<file path="config.mk">
export PLATFORM = sky130hd
export DESIGN_NAME = lock_seq_ctrl_flat
export DESIGN_NICKNAME = d
export VERILOG_FILES = /design/src/rtl/lock_pkg.sv /design/src/rtl/lock_seq_ctrl_if.sv /design/src/rtl/btn_edge.sv /design/src/rtl/lock_seq_ctrl.sv /design/src/flat_wrapper.sv
export SDC_FILE = /design/constraint.sdc
export NUM_CORES = 1
export LEC_CHECK = 0
export BUFFER_PORTS_ARGS = -buffer_cell sky130_fd_sc_hd__buf_2
export CELL_PAD_IN_SITES_DETAIL_PLACEMENT = 1
export CELL_PAD_IN_SITES_GLOBAL_PLACEMENT = 2
export CORE_ASPECT_RATIO = 0.6
export CORE_UTILIZATION = 43
export DETAILED_ROUTE_END_ITERATION = 6
export GPL_TIMING_DRIVEN = 0
export PLACE_DENSITY = 0.9
export SLEW_MARGIN = 5
export SYNTH_ARGS = -nofsm -noshare
export SYNTH_HDL_FRONTEND = slang
export SYNTH_HIERARCHICAL = 1
export SYNTH_SLANG_ARGS = --single-unit
</file>
<file path="constraint.sdc">
create_clock -name enable -period 7.1 [get_ports enable]
set_input_delay 0.71 -clock enable [delete_from_list [all_inputs] [get_ports enable]]
set_output_delay 0.71 -clock enable [all_outputs]
set_load 0.05 [all_outputs]
</file>
<file path="src/rtl/lock_pkg.sv">
// Shared types and constants for the combination-lock sequencing controller.
package lock_pkg;

    typedef enum logic [1:0] {
        StLocked,
        StOpen,
        StSet,
        StLockout
    } state_e;

    localparam int unsigned DIGIT_W = 4;
    localparam logic [DIGIT_W-1:0] BCD_MAX = 4'd9;

    // Higher index means higher priority when presses coincide.
    localparam int unsigned NUM_BTN     = 5;
    localparam int unsigned BTN_MOD10   = 0;
    localparam int unsigned BTN_MOD3    = 1;
    localparam int unsigned BTN_CONFIRM = 2;
    localparam int unsigned BTN_ENTER   = 3;
    localparam int unsigned BTN_MODE    = 4;

    function automatic logic [DIGIT_W-1:0] bcd_inc(input logic [DIGIT_W-1:0] d);
        return (d >= BCD_MAX) ? '0 : d + 4'd1;
    endfunction

endpackage

</file>
<file path="src/rtl/lock_seq_ctrl_if.sv">
// Button inputs and display/status outputs of the lock sequencing controller.
interface lock_seq_ctrl_if;
    logic       mod3_btn;
    logic       mod10_btn;
    logic       confirm;
    logic       enter;
    logic       mode;
    logic [1:0] digit_sel;
    logic [3:0] digit_val;
    logic       unlocked;
    logic       set_mode;
    logic       lockout;
    logic       err;
    logic [1:0] tries_left;

    modport master (
        output mod3_btn, mod10_btn, confirm, enter, mode,
        input  digit_sel, digit_val, unlocked, set_mode, lockout, err, tries_left
    );

    modport slave (
        input  mod3_btn, mod10_btn, confirm, enter, mode,
        output digit_sel, digit_val, unlocked, set_mode, lockout, err, tries_left
    );
endinterface

</file>
<file path="src/rtl/btn_edge.sv">
// Registers a vector of button levels and flags a single-cycle press on each rising edge.
module btn_edge
    import lock_pkg::*;
#(
    parameter int unsigned WIDTH = NUM_BTN
) (
    input  logic             clk_i,
    input  logic             rst_ni,
    input  logic [WIDTH-1:0] btn_i,
    output logic [WIDTH-1:0] press_o
);

    logic [WIDTH-1:0] cur_q;
    logic [WIDTH-1:0] prev_q;

    always_ff @(posedge clk_i or negedge rst_ni) begin
        if (!rst_ni) begin
            cur_q  <= '0;
            prev_q <= '0;
        end else begin
            cur_q  <= btn_i;
            prev_q <= cur_q;
        end
    end

    always_comb press_o = cur_q & ~prev_q;

endmodule

</file>
<file path="src/rtl/lock_seq_ctrl.sv">
// Combination-lock sequencer: button qualification, entry buffer, stored code,
// attempt counting and open/lockout timers with registered status outputs.
module lock_seq_ctrl
    import lock_pkg::*;
#(
    parameter int unsigned DIGITS      = 3,
    parameter int unsigned MAX_TRIES   = 3,
    parameter int unsigned OPEN_CYC    = 8,
    parameter int unsigned LOCKOUT_CYC = 16,
    parameter logic [DIGITS*DIGIT_W-1:0] DEFAULT_CODE = 12'h000
) (
    input  logic           enable,
    input  logic           rst_btn,
    lock_seq_ctrl_if.slave bus_io
);

    localparam int unsigned CODE_W  = DIGITS * DIGIT_W;
    localparam int unsigned TMR_MAX = (OPEN_CYC > LOCKOUT_CYC) ? OPEN_CYC : LOCKOUT_CYC;
    localparam int unsigned TMR_W   = $clog2(TMR_MAX + 1);

    localparam logic [TMR_W-1:0] OPEN_LOAD  = TMR_W'(OPEN_CYC);
    localparam logic [TMR_W-1:0] LOCK_LOAD  = TMR_W'(LOCKOUT_CYC);
    localparam logic [1:0]       TRIES_INIT = 2'(MAX_TRIES);
    localparam logic [1:0]       CUR_LAST   = 2'(DIGITS - 1);

    logic [NUM_BTN-1:0] btn_raw;
    logic [NUM_BTN-1:0] btn_press;

    state_e             state_q, state_d;
    logic [1:0]         cur_q, cur_d;
    logic [CODE_W-1:0]  buf_q, buf_d;
    logic [CODE_W-1:0]  code_q, code_d;
    logic [1:0]         tries_q, tries_d;
    logic [TMR_W-1:0]   tmr_q, tmr_d;
    logic               err_q, err_d;
    logic [DIGIT_W-1:0] dval_q, dval_d;
    logic               unlocked_q, set_mode_q, lockout_q;

    logic act_mode, act_enter, act_confirm, act_mod3, act_mod10;
    logic [TMR_W-1:0] tmr_dec;

    always_comb begin
        btn_raw              = '0;
        btn_raw[BTN_MOD10]   = bus_io.mod10_btn;
        btn_raw[BTN_MOD3]    = bus_io.mod3_btn;
        btn_raw[BTN_CONFIRM] = bus_io.confirm;
        btn_raw[BTN_ENTER]   = bus_io.enter;
        btn_raw[BTN_MODE]    = bus_io.mode;
    end

    btn_edge #(
        .WIDTH(NUM_BTN)
    ) u_btn_edge (
        .clk_i  (enable),
        .rst_ni (rst_btn),
        .btn_i  (btn_raw),
        .press_o(btn_press)
    );

    // Only the highest-priority press of a cycle survives; the rest are dropped.
    always_comb begin
        act_mode    = btn_press[BTN_MODE];
        act_enter   = !act_mode && btn_press[BTN_ENTER];
        act_confirm = !act_mode && btn_press[BTN_CONFIRM];
        act_mod3    = !act_mode && !btn_press[BTN_ENTER] && !btn_press[BTN_CONFIRM]
                      && btn_press[BTN_MOD3];
        act_mod10   = !act_mode && !btn_press[BTN_ENTER] && !btn_press[BTN_CONFIRM]
                      && !btn_press[BTN_MOD3] && btn_press[BTN_MOD10];
    end

    always_comb begin
        state_d = state_q;
        cur_d   = cur_q;
        buf_d   = buf_q;
        code_d  = code_q;
        tries_d = tries_q;
        tmr_d   = tmr_q;
        err_d   = 1'b0;
        tmr_dec = (tmr_q == '0) ? '0 : tmr_q - TMR_W'(1);

        if (state_q == StLocked || state_q == StSet) begin
            if (act_mod3) begin
                cur_d = (cur_q >= CUR_LAST) ? 2'd0 : cur_q + 2'd1;
            end
            if (act_mod10) begin
                buf_d[cur_q*DIGIT_W +: DIGIT_W] = bcd_inc(buf_q[cur_q*DIGIT_W +: DIGIT_W]);
            end
        end

        case (state_q)
            StLocked: begin
                if (act_enter) begin
                    if (buf_q == code_q) begin
                        state_d = StOpen;
                        tmr_d   = OPEN_LOAD;
                        tries_d = TRIES_INIT;
                    end else begin
                        err_d   = 1'b1;
                        tries_d = tries_q - 2'd1;
                        if (tries_q <= 2'd1) begin
                            state_d = StLockout;
                            tmr_d   = LOCK_LOAD;
                        end
                    end
                end
            end
            StOpen: begin
                if (act_mode) begin
                    state_d = StSet;
                end else begin
                    tmr_d = tmr_dec;
                    if (tmr_dec == '0) state_d = StLocked;
                end
            end
            StSet: begin
                if (act_mode) begin
                    state_d = StOpen;
                    tmr_d   = OPEN_LOAD;
                end else if (act_confirm) begin
                    code_d  = buf_q;
                    state_d = StOpen;
                    tmr_d   = OPEN_LOAD;
                end
            end
            StLockout: begin
                tmr_d = tmr_dec;
                if (tmr_dec == '0) begin
                    state_d = StLocked;
                    tries_d = TRIES_INIT;
                end
            end
            default: state_d = StLocked;
        endcase

        if (state_d != state_q) begin
            cur_d = '0;
            buf_d = '0;
        end

        dval_d = buf_d[cur_d*DIGIT_W +: DIGIT_W];
    end

    always_ff @(posedge enable or negedge rst_btn) begin
        if (!rst_btn) begin
            state_q    <= StLocked;
            cur_q      <= '0;
            buf_q      <= '0;
            code_q     <= DEFAULT_CODE;
            tries_q    <= TRIES_INIT;
            tmr_q      <= '0;
            err_q      <= 1'b0;
            dval_q     <= '0;
            unlocked_q <= 1'b0;
            set_mode_q <= 1'b0;
            lockout_q  <= 1'b0;
        end else begin
            state_q    <= state_d;
            cur_q      <= cur_d;
            buf_q      <= buf_d;
            code_q     <= code_d;
            tries_q    <= tries_d;
            tmr_q      <= tmr_d;
            err_q      <= err_d;
            dval_q     <= dval_d;
            unlocked_q <= (state_d == StOpen) || (state_d == StSet);
            set_mode_q <= (state_d == StSet);
            lockout_q  <= (state_d == StLockout);
        end
    end

    assign bus_io.digit_sel  = cur_q;
    assign bus_io.digit_val  = dval_q;
    assign bus_io.unlocked   = unlocked_q;
    assign bus_io.set_mode   = set_mode_q;
    assign bus_io.lockout    = lockout_q;
    assign bus_io.err        = err_q;
    assign bus_io.tries_left = tries_q;

endmodule

</file>
<file path="src/flat_wrapper.sv">
// flat-port wrapper written by rule: the top's interface ports become plain ports
module lock_seq_ctrl_flat import lock_pkg::*;
#(
    parameter int unsigned DIGITS      = 3,
    parameter int unsigned MAX_TRIES   = 3,
    parameter int unsigned OPEN_CYC    = 8,
    parameter int unsigned LOCKOUT_CYC = 16,
    parameter logic [DIGITS*DIGIT_W-1:0] DEFAULT_CODE = 12'h000
)
  (enable, rst_btn, bus_io_mod3_btn, bus_io_mod10_btn, bus_io_confirm, bus_io_enter, bus_io_mode, bus_io_digit_sel, bus_io_digit_val, bus_io_unlocked, bus_io_set_mode, bus_io_lockout, bus_io_err, bus_io_tries_left);
  lock_seq_ctrl_if bus_io_i ();
  input  logic enable;
  input  logic rst_btn;
  input wire logic [$bits(bus_io_i.mod3_btn)-1:0] bus_io_mod3_btn;
  input wire logic [$bits(bus_io_i.mod10_btn)-1:0] bus_io_mod10_btn;
  input wire logic [$bits(bus_io_i.confirm)-1:0] bus_io_confirm;
  input wire logic [$bits(bus_io_i.enter)-1:0] bus_io_enter;
  input wire logic [$bits(bus_io_i.mode)-1:0] bus_io_mode;
  output wire logic [$bits(bus_io_i.digit_sel)-1:0] bus_io_digit_sel;
  output wire logic [$bits(bus_io_i.digit_val)-1:0] bus_io_digit_val;
  output wire logic [$bits(bus_io_i.unlocked)-1:0] bus_io_unlocked;
  output wire logic [$bits(bus_io_i.set_mode)-1:0] bus_io_set_mode;
  output wire logic [$bits(bus_io_i.lockout)-1:0] bus_io_lockout;
  output wire logic [$bits(bus_io_i.err)-1:0] bus_io_err;
  output wire logic [$bits(bus_io_i.tries_left)-1:0] bus_io_tries_left;
  assign bus_io_i.mod3_btn = bus_io_mod3_btn;
  assign bus_io_i.mod10_btn = bus_io_mod10_btn;
  assign bus_io_i.confirm = bus_io_confirm;
  assign bus_io_i.enter = bus_io_enter;
  assign bus_io_i.mode = bus_io_mode;
  assign bus_io_digit_sel = bus_io_i.digit_sel;
  assign bus_io_digit_val = bus_io_i.digit_val;
  assign bus_io_unlocked = bus_io_i.unlocked;
  assign bus_io_set_mode = bus_io_i.set_mode;
  assign bus_io_lockout = bus_io_i.lockout;
  assign bus_io_err = bus_io_i.err;
  assign bus_io_tries_left = bus_io_i.tries_left;
  lock_seq_ctrl #(.DIGITS(DIGITS), .MAX_TRIES(MAX_TRIES), .OPEN_CYC(OPEN_CYC), .LOCKOUT_CYC(LOCKOUT_CYC), .DEFAULT_CODE(DEFAULT_CODE)) u_core (.enable(enable), .rst_btn(rst_btn), .bus_io(bus_io_i));
endmodule
</file>
; ---- After elaboration in Yosys (flattened, before gate mapping)
; Index checks and enable logic that the tools add are counted.
[totals]
inputBits = 7
reg_bits = 53
wordCells = 93
[classes]
shifts = 4
reduce_logical = 20
n_bitwise = 3
add_sub_neg = 5
mux = 32
n_eq_ne = 13
n_lt_le_gt_ge = 3
[op_table]
columns = op, n
row1 = $mux W12, 3
row2 = $mux W5, 7
row3 = $neg A4 Y34, 1
row4 = $shift A4 B34 Y12 const A, 1
row5 = $shiftx A4 B34 Y12, 1
row6 = $mux W2, 14
row7 = $shiftx A12 B5 Y4, 2
row8 = $pmux W5 S4, 1
row9 = $bwmux W12, 1
row10 = $eq A12 B12 Y1, 1
row11 = $logic_not A5 Y1, 2
row12 = $eq A2 B2 Y1 const B, 4
row13 = $pmux W2 S4, 1
row14 = $logic_and A1 B1 Y1, 7
row15 = $reduce_and A3 Y1, 2
row16 = $and A5 B5 Y5, 1
row17 = $not A5 Y5, 1
row18 = $sub A5 B1 Y5 const B, 1
row19 = $add A4 B1 Y4 const B, 1
row20 = $eq A2 B1 Y1 const B, 2
row21 = $ge A4 B4 Y1 const B, 1
row22 = $logic_not A1 Y1, 4
row23 = $mux W4, 1
row24 = $ne A2 B1 Y1 const B, 2
row25 = other kinds (15), 18

; ---- Depth between registers and ports, before layout
[logic_depth]
ltp_word = 11
mapped_depth = 11

; ---- Modules after synthesis
; Netlist, hierarchy kept.
[modules_own_cells]
columns = module, seq_area_each_um2, cells_per_inst, n_inst, area_each_um2
row1 = lock_seq_ctrl, 1078.5, 245, 1, 2563.7
row2 = btn_edge, 250.2, 15, 1, 319.1

; ---- Worst setup path before layout
; No wires, ideal clock.
[synth_timing]
path_kind = register to register
startpoint = register u_core.cur_q[0], in the netlist u_core/bus_io.digit_sel[0]
endpoint = register u_core.dval_q[0], in the netlist u_core/bus_io.digit_val[0]
required_ps = 7017
t_arrival_ps = 2534
stages_incl_launch_ff = 12
path_slack_ps = 4483
period_less_slack_ps = 2617
path_cell_list = dfrtp_1 -> buf_2 -> mux2i_1 -> o2bb2ai_1 -> inv_1 -> ha_1 -> nor2b_1 -> o211ai_1 -> a21oi_1 -> a22oi_1 -> or2_0 -> a31oi_1
[synth_between]
elab_chain_len = 9
word_cells_on_any_way = 18
classes_between = 3 x add/sub / 2 x order compare / 4 x shift / 9 x mux
[synth_lines]
columns = item, line_no
row1 = from (decl), lock_seq_ctrl.sv:30  ; logic [1:0] cur_q, cur_d;
row2 = from (signal assigned), lock_seq_ctrl.sv:158  ; cur_q <= cur_d;
row3 = $shiftx A12 B5 Y4, lock_seq_ctrl.sv:86  ; buf_d[cur_q*DIGIT_W +: DIGIT_W] = bcd_inc(buf_q[cur_q*DIGIT_W +: DIGIT_W]);
row4 = $add A4 B1 Y4 or $ge A4 B4 Y1 (tied branches), lock_pkg.sv:23  ; return (d >= BCD_MAX) ? '0 : d + 4'd1;
row5 = $mux W4, lock_pkg.sv:23
row6 = $shiftx A4 B34 Y12, lock_seq_ctrl.sv:86
row7 = $bwmux W12, lock_seq_ctrl.sv:86
row8 = $mux W12, lock_seq_ctrl.sv:85  ; if (act_mod10) begin
row9 = $mux W12, lock_seq_ctrl.sv:81  ; if (state_q == StLocked || state_q == StSet) begin
row10 = $mux W12, lock_seq_ctrl.sv:135  ; if (state_d != state_q) begin
row11 = $shiftx A12 B5 Y4 (*), lock_seq_ctrl.sv:140  ; dval_d = buf_d[cur_d*DIGIT_W +: DIGIT_W];
row12 = via u_core.dval_d[0], lock_seq_ctrl.sv:36  ; logic [DIGIT_W-1:0] dval_q, dval_d;
row13 = to (signal assigned), lock_seq_ctrl.sv:164  ; dval_q <= dval_d;
row14 = to (decl), lock_seq_ctrl.sv:36
; Mark *: on every way through the listed nets, which the timed path passes. The rest lies on a longest branch.
; A chain may end at the register's enable or synchronous reset.

; ---- Worst setup path after layout
; Same ends and word-level chain as after synthesis.

==> results.txt <==
Pint: 584 µW
largest net degree at the start of global routing: 54
Synth area leader: dfrtp_1
crit path max fanout: 10
worst path required time: 7.32 ns
sw frac: 43.8%
setup slack, reg-to-reg: 4.26 ns
P&R area growth vs syn: 10.2%
Synth Register Bits: 53
Die W: 108 µm
compound-gate portion of the synthesized area: 16.4%
Hold Vio Cnt, Final: 0
P per Cell Area: 328 mW/mm²
largest family of logic cells by synthesized area: simple AND/OR/NAND/NOR gates
die height: 65.4 µm
Vias/cell: 5.52
FFs w/ async S/R, synth: 100%
EDFF count, synth: 0
Total GRT Usage: 21.4%
cts repair resizes: 0
RSZ-0062 raised after global routing: no
GR Overflow Total: 0
Nets: 303
area of the core: 0.00628 mm²
yosys warns: 6
setup tns final: 0 ns
Cells after Synth: 260
placed cell areas: 0.00308 mm²
CTS Buf Count: 5
first-pass GRT wire length: 11100 µm
Vias: 2043
Mapped Area: 0.00288 mm²
post-placement cell count: 362
final setup fails: 0
top-count cell post-synth: dfrtp_1
Routed Antenna Nets: 0
Synth Flop Type: dfrtp_1
non-filler cells, final: 370
Pre-antenna DRT Iters: 4
Crit Path Category: flop to flop
clock share of power: 17.1%
Critical Path Source Type: flop
CP Capture Type: flop
Final period util: 40.1%
row count: 22
Data arrival, critical path: 3.06 ns
Post-Synth Adder-Cell Area: 4.77%
Hold Crit Start: u_core/u_btn_edge/cur_q[4]
Slew Viols, Final: 0
vias in the first global route: 2032
syn avg cell area: 11.1 µm²
fmax: 0.352 GHz
H-tree depth: 2
fin util: 50.6%
# Max-Cap Violations: 0
Yosys cell types: 61
power share of the combinational group: 45.6%
CTS sink cnt: 53
Leak Pwr: 0.00146 µW
DP Wirelength: 5330 µm
share of post-route cells with drive strength above 1: 22.4%
Worst-Margin Slew: 0.760 ns
post-route setup slack: 4.26 ns
Setup Skew: 0.0101 ns
register area share after synthesis: 46.1%
I/O Buffers: 18
# diodes: 0
initial antenna violation count: 0
Setup Buffers After CTS: 0
post-route cell area: 0.00318 mm²
Peak VDD IR: 0.150 mV
mux contribution to synthesized area: 7.94%
NetSw: 456 µW
depth of the worst hold-timing path: 0
reg2reg end: u_core/bus_io.digit_val[0]
sequential power share: 37.2%
die area: 0.00705 mm²
Ports: 19
Post-Synth XOR/XNOR Area: 3.95%
Synth Area in Simple Gates: 17.4%
Rel. slew slack: 47.9%
DRC: 0
WL/cell: 18.6 µm
clk slew on worst S/H paths: 0.10 ns
CTS Root Cell: clkbuf_8
Worst-Skew Late Latency: 0.30 ns
Final Critical Period: 2.84 ns
top post-synthesis cells by area: dfrtp_1 44%, mux2_2 5.1%, ha_1 4.8%
CTS tree: done
post-place setup slack: 4.35 ns
worst min path class: flop to flop
WL final: 6880 µm
Post-Synthesis Net Count: 278
DR iter-0 viols: 109
worst r2r src: u_core/bus_io.digit_sel[0]
Hold EP: u_core/u_btn_edge/prev_q[4]
Starting Density: 45.9%
top post-synthesis cells by count: 51 x dfrtp_1, 22 x nand2_1, 15 x inv_1
routability cong.: 0.920
Reg2Reg Depth: 11
share of the synthesized area in the top cell type: 44.3%
Clock Path Buffers: 2
Hold Buf Count CTS: 0
status: finished clean
[logic make-up (layout without fill, tap and decap cells)]
logic type	Yosys count	in the layout
flip-flops	53	53
adder cells (fa/ha/maj)	11	11
buffers and inverters	23	49
multiplexers	20	20
AO/OA/AOI/OAI	63	63
XOR/XNOR	13	13
AND/OR/NAND/NOR	77	77
[routing by layer]
metal  global-route usage (%)  vias to the layer above  share of wire (%)
li1                         -                      982                  -
met1                     34.3                     1005                 53
met2                     30.0                       54                 40
met3                     3.87                        2                7.1
met4                     2.57                        0               0.28
met5                        0                        -                  0
[power groups by stage]
| stage | combinational (µW) | sequential (µW) | clock (µW) |
|---|---|---|---|
| after detailed placement | 476 | 394 | 0 |
| after global placement | 457 | 392 | 0 |
| after global routing | 517 | 394 | 194 |
| after floorplan | 280 | 463 | 0 |
| after CTS | 478 | 389 | 185 |
| final | 475 | 388 | 178 |
[worst max path at each step]
| stage | from | end | slack, ns | cells past startpoint |
|---|---|---|---|---|
| 2_1_floorplan | u_core/bus_io.digit_sel[0] | u_core/bus_io.digit_val[0] | 4.48 | 11 |
| 3_3_place_gp | u_core/tmr_q[0] | u_core/bus_io.digit_sel[0] | 4.44 | 9 |
| 3_5_place_dp | u_core/bus_io.digit_sel[0] | u_core/bus_io.digit_val[0] | 4.35 | 11 |
| 4_1_cts | u_core/bus_io.digit_sel[0] | u_core/bus_io.digit_val[0] | 4.30 | 11 |
| 5_1_grt | u_core/bus_io.digit_sel[0] | u_core/bus_io.digit_val[0] | 4.03 | 11 |
| 6_report | u_core/bus_io.digit_sel[0] | u_core/bus_io.digit_val[0] | 4.26 | 11 |
[placed cells by master (no fill, tap or decap), types with 6 or more instances in the layout]
master and n:
nand2_1 22, nor2_1 12, clkbuf_8 6, mux2i_1 6, o21ai_0 9, dfrtp_1 51
xnor2_1 12, a21oi_1 10, buf_2 18, nor2b_1 6, inv_1 15, mux2_2 13
ha_1 11
[cell type report]
class                           instances  area (µm²)
Inverter                               15        56.3
Tap cell                               84         105
Fill cell                             702        3100
Sequential cell                        53        1330
Timing Repair Buffer                   18        92.6
Clock inverter                          2        13.8
Clock buffer                            6        82.6
Multi-Input combinational cell        184        1460
Buffer                                  8        42.5
[stage by stage]
| step | hold slack, ns | power [µW] |
|---|---|---|
| 2_1_floorplan | 0.354 | 743 |
| 3_3_place_gp | 0.370 | 849 |
| 3_5_place_dp | 0.367 | 870 |
| 4_1_cts | 0.395 | 1050 |
| 5_1_grt | 0.418 | 1110 |
| 6_report | 0.391 | 1040 |
[critical path, cell delays in order, from the launching register on]
cell	delay [ns]
dfrtp_1	0.45
buf_2	0.30
mux2i_1	0.13
o2bb2ai_1	0.27
inv_1	0.13
ha_1	0.21
nor2b_1	0.22
o211ai_1	0.16
a21oi_1	0.31
a22oi_1	0.17
or2_1	0.28
a31oi_1	0.14
[flip-flops by register name (all words and copies together) (netlist names), 4 cells and up]
signal	flops
u_core/tmr_q	5
u_core/bus_io.digit_val	4
u_core/u_btn_edge/prev_q	5
u_core/u_btn_edge/cur_q	5
u_core/buf_q	12
u_core/code_q	12
Power figures use the tool's default switching activity.
